<file path="src/rtl/fifo_pkg.sv">
// Shared constants and helpers for the flexible synchronous FIFO.
// Read-mode selectors and the pointer width (index bits plus one wrap bit).
package fifo_pkg;

   localparam int FIFO_STD  = 0;
   localparam int FIFO_FWFT = 1;

   function automatic int ptr_width(input int depth);
      return $clog2(depth) + 1;
   endfunction

endpackage

</file>
<file path="src/rtl/fifo_ram.sv">
// FIFO storage: one synchronous write port, one asynchronous read port.
// No reset on the array; the control logic never reads an unwritten word.
module fifo_ram #(
   parameter int FIFO_WIDTH = 32,
   parameter int FIFO_DEPTH = 16
) (
   input  logic                          clk_i,
   input  logic                          we,
   input  logic [$clog2(FIFO_DEPTH)-1:0] waddr,
   input  logic [FIFO_WIDTH-1:0]         wdata,
   input  logic [$clog2(FIFO_DEPTH)-1:0] raddr,
   output logic [FIFO_WIDTH-1:0]         rdata
);

   logic [FIFO_WIDTH-1:0] mem_array [FIFO_DEPTH];

   always_ff @(posedge clk_i) begin
      if (we) begin
         mem_array[waddr] <= wdata;
      end
   end

   assign rdata = mem_array[raddr];

endmodule

</file>
<file path="src/rtl/sync_fifo_flex.sv">
// Synchronous FIFO with wrap-bit pointers, selectable standard or FWFT read,
// programmable almost-full/almost-empty thresholds and sticky error flags.
module sync_fifo_flex
   import fifo_pkg::*;
#(
   parameter int FIFO_WIDTH = 32,
   parameter int FIFO_DEPTH = 16,
   parameter int FWFT       = 0,
   parameter int AF_LEVEL   = FIFO_DEPTH - 2,
   parameter int AE_LEVEL   = 2
) (
   input  logic                            clk_i,
   input  logic                            rstn_i,
   input  logic                            wr_en_i,
   input  logic [FIFO_WIDTH-1:0]           din_i,
   input  logic                            rd_en_i,
   input  logic                            flush_i,
   output logic [FIFO_WIDTH-1:0]           dout_o,
   output logic                            full_o,
   output logic                            empty_o,
   output logic                            almost_full_o,
   output logic                            almost_empty_o,
   output logic [$clog2(FIFO_DEPTH):0]     count_o,
   output logic                            overflow_o,
   output logic                            underflow_o
);

   localparam int AW = $clog2(FIFO_DEPTH);
   localparam int PW = ptr_width(FIFO_DEPTH);
   localparam logic [PW-1:0] AF_THR = PW'(AF_LEVEL);
   localparam logic [PW-1:0] AE_THR = PW'(AE_LEVEL);

   if ((FIFO_DEPTH < 2) || ((FIFO_DEPTH & (FIFO_DEPTH - 1)) != 0)) begin : g_bad_depth
      $error("sync_fifo_flex: FIFO_DEPTH must be a power of 2 and >= 2");
   end
   if (FIFO_WIDTH < 1) begin : g_bad_width
      $error("sync_fifo_flex: FIFO_WIDTH must be >= 1");
   end
   if ((AF_LEVEL < 1) || (AF_LEVEL > FIFO_DEPTH)) begin : g_bad_af
      $error("sync_fifo_flex: AF_LEVEL out of range 1..FIFO_DEPTH");
   end
   if ((AE_LEVEL < 0) || (AE_LEVEL > FIFO_DEPTH - 1)) begin : g_bad_ae
      $error("sync_fifo_flex: AE_LEVEL out of range 0..FIFO_DEPTH-1");
   end
   if ((FWFT != FIFO_STD) && (FWFT != FIFO_FWFT)) begin : g_bad_mode
      $error("sync_fifo_flex: FWFT must be 0 or 1");
   end

   logic [PW-1:0]         wr_ptr_reg, wr_ptr_next;
   logic [PW-1:0]         rd_ptr_reg, rd_ptr_next;
   logic                  overflow_reg, overflow_next;
   logic                  underflow_reg, underflow_next;
   logic                  wr_accept, rd_accept;
   logic [FIFO_WIDTH-1:0] ram_rdata;

   // Full when indices match but the wrap bits differ; empty when identical.
   assign full_o  = (wr_ptr_reg[PW-1] != rd_ptr_reg[PW-1]) &&
                    (wr_ptr_reg[AW-1:0] == rd_ptr_reg[AW-1:0]);
   assign empty_o = (wr_ptr_reg == rd_ptr_reg);
   assign count_o = wr_ptr_reg - rd_ptr_reg;

   assign almost_full_o  = (count_o >= AF_THR);
   assign almost_empty_o = (count_o <= AE_THR);
   assign overflow_o     = overflow_reg;
   assign underflow_o    = underflow_reg;

   assign wr_accept = wr_en_i && !full_o  && !flush_i;
   assign rd_accept = rd_en_i && !empty_o && !flush_i;

   always_comb begin
      wr_ptr_next    = wr_ptr_reg;
      rd_ptr_next    = rd_ptr_reg;
      overflow_next  = overflow_reg;
      underflow_next = underflow_reg;
      if (flush_i) begin
         wr_ptr_next    = '0;
         rd_ptr_next    = '0;
         overflow_next  = 1'b0;
         underflow_next = 1'b0;
      end else begin
         if (wr_accept) wr_ptr_next = wr_ptr_reg + PW'(1);
         if (rd_accept) rd_ptr_next = rd_ptr_reg + PW'(1);
         if (wr_en_i && full_o)  overflow_next  = 1'b1;
         if (rd_en_i && empty_o) underflow_next = 1'b1;
      end
   end

   always_ff @(posedge clk_i) begin
      if (!rstn_i) begin
         wr_ptr_reg    <= '0;
         rd_ptr_reg    <= '0;
         overflow_reg  <= 1'b0;
         underflow_reg <= 1'b0;
      end else begin
         wr_ptr_reg    <= wr_ptr_next;
         rd_ptr_reg    <= rd_ptr_next;
         overflow_reg  <= overflow_next;
         underflow_reg <= underflow_next;
      end
   end

   fifo_ram #(
      .FIFO_WIDTH (FIFO_WIDTH),
      .FIFO_DEPTH (FIFO_DEPTH)
   ) u_ram (
      .clk_i (clk_i),
      .we    (wr_accept && rstn_i),
      .waddr (wr_ptr_reg[AW-1:0]),
      .wdata (din_i),
      .raddr (rd_ptr_reg[AW-1:0]),
      .rdata (ram_rdata)
   );

   // FWFT shows the head word directly; standard mode captures it on a pop.
   if (FWFT == FIFO_FWFT) begin : g_fwft
      assign dout_o = ram_rdata;
   end else begin : g_std
      logic [FIFO_WIDTH-1:0] dout_reg;
      always_ff @(posedge clk_i) begin
         if (!rstn_i) begin
            dout_reg <= '0;
         end else if (flush_i) begin
            dout_reg <= '0;
         end else if (rd_accept) begin
            dout_reg <= ram_rdata;
         end
      end
      assign dout_o = dout_reg;
   end

endmodule

</file>
<file path="config.mk">
export PLATFORM = sky130hd
export DESIGN_NAME = sync_fifo_flex
export DESIGN_NICKNAME = d
export VERILOG_FILES = /design/src/rtl/fifo_pkg.sv /design/src/rtl/fifo_ram.sv /design/src/rtl/sync_fifo_flex.sv
export SDC_FILE = /design/constraint.sdc
export NUM_CORES = 1
export LEC_CHECK = 0
export CAP_MARGIN = 15
export CORE_MARGIN = 5
export CORE_UTILIZATION = 42
export CTS_CLUSTER_SIZE = 40
export DETAILED_ROUTE_END_ITERATION = 8
export GPL_ROUTABILITY_DRIVEN = 0
export HOLD_SLACK_MARGIN = 0.15
export RECOVER_POWER = 50
export SYNTH_ARGS = -nofsm -noshare
export SYNTH_HDL_FRONTEND = slang
export SYNTH_HIERARCHICAL = 1
export SYNTH_SLANG_ARGS = --single-unit
</file>
<file path="constraint.sdc">
create_clock -name clk_i -period 6 [get_ports clk_i]
set_clock_uncertainty 0.2 [all_clocks]
set_input_delay 1.2 -clock clk_i [delete_from_list [all_inputs] [get_ports clk_i]]
set_output_delay 1.2 -clock clk_i [all_outputs]
set_load 0.02 [all_outputs]
</file>
# Yosys cells after proc, flatten, opt, wreduce, memory -nomap -nowiden
# Memories as Yosys holds them, arrays and structs flattened. A register that Yosys moved wholly into a read port is not among the register bits.
# Index checks and enable logic that the tools add are counted.
# word_totals
input_bits,37
romBits,0
ramBits,512
mem_count,1
register_bits,12
out_inout_bits,43
latchBits,0
# memory_table
memory,words,word_bits,read_ports,rd_ports_with_merged_regs,wr,line,rtl
u_ram.mem_array,16,32,1,1,1,fifo_ram.sv:15,logic [FIFO_WIDTH-1:0] mem_array [FIFO_DEPTH];
# classes
shift,0
bitwise_logic,1
multipliers,0
n_div,0
n_reduce_logical,12
n_eq_ne,3
n_mux,2
n_lt_le_gt_ge,2
n_addsub,3
# ops
op,count
$add A5 B1 Y5 const B,2
$logic_and A1 B1 Y1,8
$eq A5 B5 Y1,1
$ge A5 B4 Y1 const B,1
$le A5 B2 Y1 const B,1
$sub A5 B5 Y5,1
$eq A4 B4 Y1,1
$logic_not A1 Y1,3
$mux W1,2
$reduce_or A2 Y1,1
$ne A1 B1 Y1,1
$not A1 Y1,1

# Logic depth before layout (Yosys ltp)
# Gate-level depths: netlist of run 1.
# logic_depth
ltp_word,8
mapped_depth,8

# By module
# The synthesis of run 1 kept the hierarchy.
# by_module_without_submodules
module,cells_each,area_each_um2,instances
fifo_ram,806,19213.4,1
sync_fifo_flex,222,1838.0,1

# Least setup slack after synthesis of run 1
# No wires, ideal clock.
# synth_timing
path_type,input port to flip-flop
from,in wr_en_i
to,mem u_ram.mem_array[0][0] (enable)
required_time_ns,5.339
path_slack_ns,0.807
path_stages,5
arrival_ns,4.532
path_buffers,0
cell_sequence,nor2b_1 o21ai_0 nor2_1 or3b_2 nor3_1
# synth_via
elab_chain_cells,5
# synth_rtl
element,line,rtl
from (decl),sync_fifo_flex.sv:14,"input logic wr_en_i,"
$logic_and A1 B1 Y1 (2 in a row),sync_fifo_flex.sv:67,assign wr_accept = wr_en_i && !full_o && !flush_i;
$logic_and A1 B1 Y1,sync_fifo_flex.sv:107,".we (wr_accept && rstn_i),"
$mux W1,fifo_ram.sv:18,if (we) begin
$mux W1 (not written as such),fifo_ram.sv:19,mem_array[waddr] <= wdata;
to (decl),fifo_ram.sv:15,
# Every way passes these cells.

# Final worst setup path of run 1
# layout_timing
from,reg rd_ptr_reg[1]
to,out almost_empty_o
# layout_via
elab_chain_cells,2
# layout_rtl
element,line,rtl
from (decl),sync_fifo_flex.sv:50,"logic [PW-1:0] rd_ptr_reg, rd_ptr_next;"
from (signal assigned),sync_fifo_flex.sv:96,rd_ptr_reg <= rd_ptr_next;
$sub A5 B5 Y5,sync_fifo_flex.sv:60,assign count_o = wr_ptr_reg - rd_ptr_reg;
$le A5 B2 Y1,sync_fifo_flex.sv:63,assign almost_empty_o = (count_o <= AE_THR);
to (decl),sync_fifo_flex.sv:22,"output logic almost_empty_o,"
# Every way passes these cells.

==> reports/results.ini, run 1 <==
[critical_path]
path_max_fanout = 38
path_class = reg -> out
worstSetupStartpointType = register
arrival_ns = 3.36
rrSetupSlack_ns = 1.93
end_kind = output pin
worst_ep_required_time_ns = 4.60

[timing]
hold_viol = 0
fmaxAchievable_ghz = 0.210
worstMarginPinSlew_ns = 1.67
min_period_ns = 4.76
final-setup-viol-count = 0
max-slew-margin-rel_pct = -11.1
finalCritPeriodShare_pct = 79.4
fin_setup_tns_ns = 0
rsz0062_at_grt = no
slew_viol_final = 30

[pwr]
power.density_nw_per_um2 = 320
p_leak_uw = 0.00758
vdd_drop_max_uv = 227

[outcome]
outcome = complete, but fails checks
violations = max-capacitance violations, max-slew violations

[synthesis]
avgSynthCellArea_um2 = 20.5
synthSimpleGateAreaFrac_pct = 2.94
synth_top_area_share_pct = 73.0
seq_area_frac_synth_pct = 77.2
yosysWarnings = 6
yosysTopAreaCell = edfxtp_1
ys_ff_latch = 556
synth_compound_area_share_pct = 3.73
syn_area_um2 = 21100
synth_mux_area_share_pct = 13.7
synth_top_family_by_area = multiplexers
synthAdderAreaFrac_pct = 0.452
synth_nets = 1072
synthArstFlopShare_pct = 0
synth_xor_area_share_pct = 0.452
synthDistinctLibCells = 37
synth_area_leaders = edfxtp_1 (73%), mux4_2 (14%), dfxtp_1 (4.2%)
ys_top_cells_by_count = edfxtp_1 (512), mux4_2 (128), nand2_1 (99)
synth-edff-count = 512
syn_inst = 1028
yosysMostFrequentCell = edfxtp_1
ys.flop_type = edfxtp_1

[clock_tree]
cts_max_path_buffers = 3
path_clk_slew_ns = 0.06
cts_resized = 0
h-tree-depth = 2
cts_hold_buf = 0
clk-insertion-delay-late_ns = 0.60
cts_tree = done
clock-sinks = 556
clock-root-buffer = clkbuf_16
cts_buffers = 56
cts_setup_buffers = 0

[floorplanning]
io_pins = 80
start_util_pct = 42.2
die-area_um2 = 54700
num_rows = 82
die_width_um = 234
dieHeight_um = 234
coreArea_um2 = 49900

[detailed_routing]
top_layer = met4
dr_wl_met3_um = 2280
wire_per_inst_um = 24.4
drt_iter0_markers = 760
via_per_inst = 5.46
firstDrtPassIters = 5
route.detailed.drc = 0
drt-total-wl_um = 45300
wl_met2_um = 22500
num_vias = 10100
drt-met1-wl_um = 19600
drtAntennaViolNets = 0

[finish]
area_growth_pct = 17.1
largest_reg_flops = 512
drive_gt1_share_pct = 22.6
fin_nets = 1182
diodes = 0
num-fill-cells = 4092
postLayoutCoreUtil_pct = 49.4
regMostFlops = u_ram/mem_array

[flow_run]
drv_cap = 1

[global_routing]
overflow = 0
grt_max_degree = 55
antenna_found_initial = 0
track_usage_pct = 16.8
grt_pass1_wl_um = 68400
grt_pass1_vias = 10500

[hold_path]
hold_class = reg -> reg

[placement]
dp_hpwl_um = 26300
portBuffers = 79

[kinds of logic after synthesis]
| family | after synthesis |
|---|---|
| muxes | 129 |
| buffers and inverters | 62 |
| DFF | 556 |
| adders and majority gates | 7 |
| AOI/OAI and AO/OA | 116 |
| xor gates and xnor gates | 10 |
| and+or+nand+nor | 148 |
[worst paths after layout]
| kind | start | to | cells after the start |
|---|---|---|---|
| setup / recovery | rd_ptr_reg[1]$_SDFFE_PP0P_ | almost_empty_o | 7 |
| hold / removal | dout_o[24]$_SDFFE_PP0P_ | dout_o[24]$_SDFFE_PP0P_ | 2 |
| setup reg to reg | rd_ptr_reg[1]$_SDFFE_PP0P_ | u_ram/mem_array[2][20]$_DFFE_PP_ | 8 |
| hold reg to reg | dout_o[24]$_SDFFE_PP0P_ | dout_o[24]$_SDFFE_PP0P_ | 2 |
[critical path, cell delays in order, from the launching register on]
cell and delay, ns:
dfxtp_4 0.71, inv_1 0.17, fa_1 0.46, a21o_1 0.17, a21oi_1 0.17, xnor2_1 0.13
a2111oi_2 0.30, clkdlybuf4s50_1 0.66
[metrics by stage]
step                      std cells  area [um2]  worst slack (ns)  power, uW  hold WS [ns]
after CTS                      1855       24600              1.10       7980         0.254
final                          1857       24700              1.24       7880         0.248
after global routing           1857       24700              1.03       8150         0.265
after global placement         1750       22700              1.35       4470         0.243
after detailed placement       1750       22700              1.29       4470         0.245
after floorplan                1028       21100             0.807       4370         0.286
[routing by layer]
layer	vias to the layer above	GRT usage, %
met5	-	0
met4	0	4.46
met3	65	2.51
met2	278	27.7
met1	5343	23.9
li1	4446	-
[cell type report]
| type | count | area, um2 | share of cell area [%] |
|---|---|---|---|
| multi-input cells | 410 | 4630 | 18.8 |
| repair buffers | 107 | 1020 | 4.15 |
| well taps | 672 | 841 | 3.41 |
| clock inverters | 43 | 408 | 1.65 |
| flip-flops and latches | 556 | 16300 | 66.0 |
| inverters | 7 | 26.3 | 0.107 |
| clock buffers | 62 | 1470 | 5.95 |
[cell usage in the layout, fill, tap and decap left out, drive strengths merged, types with 3 or more instances in the layout]
| master | netlist | routed |
|---|---|---|
| a21o | 3 | 3 |
| a21oi | 39 | 39 |
| a22oi | 64 | 64 |
| buf | 34 | 27 |
| bufinv | 0 | 7 |
| clkbuf | 21 | 63 |
| clkdlybuf4s50 | 0 | 12 |
| clkinv | 0 | 29 |
| clkinvlp | 0 | 5 |
| dfxtp | 44 | 44 |
| dlygate4sd3 | 0 | 67 |
| edfxtp | 512 | 512 |
| ha | 6 | 6 |
| inv | 7 | 9 |
| mux4 | 128 | 128 |
| nand2 | 99 | 99 |
| nand2b | 4 | 4 |
| nand3b | 3 | 3 |
| nor2 | 24 | 24 |
| nor2b | 3 | 3 |
| nor3 | 4 | 4 |
| o211ai | 3 | 3 |
| o21ai | 3 | 3 |
| xnor2 | 6 | 6 |
| xor2 | 4 | 4 |
[where the power goes]
part           internal [uW]  switching (uW)
sequential              4240            3.21
clock                   2060            1440
combinational           43.1            94.3
total                   6340            1540
Note: power is estimated with default switching activity, not from simulation.
==> run 2: changes to the inputs <==
clock period = 4.4 ns   (was 6 ns; I/O delays follow)
==> reports/results.ini, run 2 (synthesis results as in run 1) <==
[outcome]
outcome = finished, final reports clean

[timing]
min_period_ns = 4.14
hold_viol = 0
slew_viol_final = 0
fmaxAchievable_ghz = 0.242
final-setup-viol-count = 0
finalCritPeriodShare_pct = 94.1
max-slew-margin-rel_pct = 24.8
worstMarginPinSlew_ns = 1.13
fin_setup_tns_ns = 0
rsz0062_at_grt = no

[detailed_routing]
firstDrtPassIters = 5
wire_per_inst_um = 23.5
num_vias = 10100
via_per_inst = 5.43
drt-total-wl_um = 43600
route.detailed.drc = 0
drtAntennaViolNets = 0
drt_iter0_markers = 800

[clock_tree]
path_clk_slew_ns = 0.06
clk-insertion-delay-late_ns = 0.60
cts_max_path_buffers = 3
cts_tree = done
cts_buffers = 55
cts_setup_buffers = 0
clock-root-buffer = clkbuf_16
h-tree-depth = 2
clock-sinks = 556

[global_routing]
grt_max_degree = 68
track_usage_pct = 16.2
antenna_found_initial = 1
grt_pass1_wl_um = 66900
grt_pass1_vias = 10600
overflow = 0

[pwr]
switchingPower_uw = 2030
sequentialPowerShare_pct = 55.5
vdd_drop_max_uv = 270
pwr-share-clk_pct = 42.7
swShare_pct = 19.5
p_leak_uw = 0.00755
pwr-share-comb_pct = 1.8
intPower_uw = 8380
power.density_nw_per_um2 = 423

[flow_run]
drv_cap = 0

[placement]
dp_hpwl_um = 24300
portBuffers = 79

[floorplanning]
num_rows = 82
dieHeight_um = 234
die-area_um2 = 54700
coreArea_um2 = 49900
die_width_um = 234
start_util_pct = 42.2
io_pins = 80

[finish]
postLayoutCoreUtil_pct = 49.4
diodes = 0
area_growth_pct = 17.0
fin_nets = 1184
drive_gt1_share_pct = 23.0
largest_reg_flops = 512
regMostFlops = u_ram/mem_array
final_cell_mix = edfxtp_1 (512), mux4_2 (128), nand2_1 (99)
final_common_cell = edfxtp_1
num-fill-cells = 4075

[critical_path]
path_class = reg -> out
worst_ep_required_time_ns = 3.32
path_max_fanout = 10
arrival_ns = 3.06
end_kind = output pin
worstSetupStartpointType = register

[hold_path]
hold_class = reg -> reg

[run 2: cell count changes in the layout (fill, tap and decap cells not counted), sizes merged]
cell         before  now
clkbuf           63   71
dlygate4sd3      67   66
clkinvlp          5    0
bufinv            7    3
buf              27   31
clkinv           29   24
inv               9   11
dlygate4sd2       0    1
[run 2: critical path, cell delays in order, from the launching register on]
cell and delay, ns:
dfxtp_2 0.41, inv_1 0.13, ha_1 0.15, inv_1 0.06
fa_1 0.40, a21o_1 0.17, a21oi_1 0.18, xnor2_1 0.21
a31o_2 0.15, clkdlybuf4s50_1 0.60
[run 2: cell type report]
type / instances / area, um2 / area share [%]
flip-flops and latches: 556 / 16300 / 66.0
multi-input cells: 410 / 4660 / 18.9
clock buffers: 71 / 1480 / 6.00
repair buffers: 110 / 1120 / 4.56
well taps: 672 / 841 / 3.41
clock inverters: 31 / 240 / 0.975
inverters: 7 / 26.3 / 0.107
[run 2: metrics by stage]
| step | worst slack (ns) | hold WS, ns | cell area [um2] | instances | power [uW] |
|---|---|---|---|---|---|
| after CTS | 0.0826 | 0.254 | 24600 | 1857 | 10600 |
| after global placement | 0.629 | 0.243 | 22900 | 1755 | 6080 |
| final | 0.261 | 0.249 | 24600 | 1857 | 10400 |
| after detailed placement | 0.592 | 0.246 | 22900 | 1755 | 6090 |
| after floorplan | 0.399 | 0.286 | 21100 | 1028 | 5960 |
| after global routing | 0.0937 | 0.269 | 24600 | 1857 | 10800 |
[run 2: layer usage]
| layer | GRT usage [%] | share of wire (%) |
|---|---|---|
| met3 | 2.71 | 4.6 |
| met5 | 0 | 0 |
| met2 | 26.8 | 50 |
| met1 | 22.8 | 44 |
| met4 | 4.29 | 1.8 |
[run 2: timing repair]
item | in CTS | in global routing
gates resized for setup | 1 | 1
hold buffers | 0 | 0
setup endpoints to repair | 1 | 2
gates cloned | 0 | 0
pin swaps | 0 | 0
hold endpoints to repair | 0 | 0
[run 2: power groups by stage]
stage               clock, uW  sequential (uW)  combinational, uW
floorplan                   0             5900               61.9
global placement            0             5890                189
detailed placement          0             5900                195
CTS                      4580             5780                196
global route             4780             5780                203
finish                   4440             5780                184
[run 2: final timing paths]
path                              startpoint                       to  slack (ns)  cells past startpoint
setup / recovery  wr_ptr_reg[0]$_SDFFE_PP0P_            almost_full_o        0.26                      9
hold / removal       dout_o[27]$_SDFFE_PP0P_  dout_o[27]$_SDFFE_PP0P_        0.25                      2
setup reg to reg  rd_ptr_reg[1]$_SDFFE_PP0P_  dout_o[29]$_SDFFE_PP0P_        0.92                      7
hold reg to reg      dout_o[27]$_SDFFE_PP0P_  dout_o[27]$_SDFFE_PP0P_        0.25                      2
==> run 3: changes to the inputs <==
SKIP_LAST_GASP = 1   (was unset)
==> results of run 3 <==
Same layout as run 2: the final DEF is identical, and so are final timing and power.
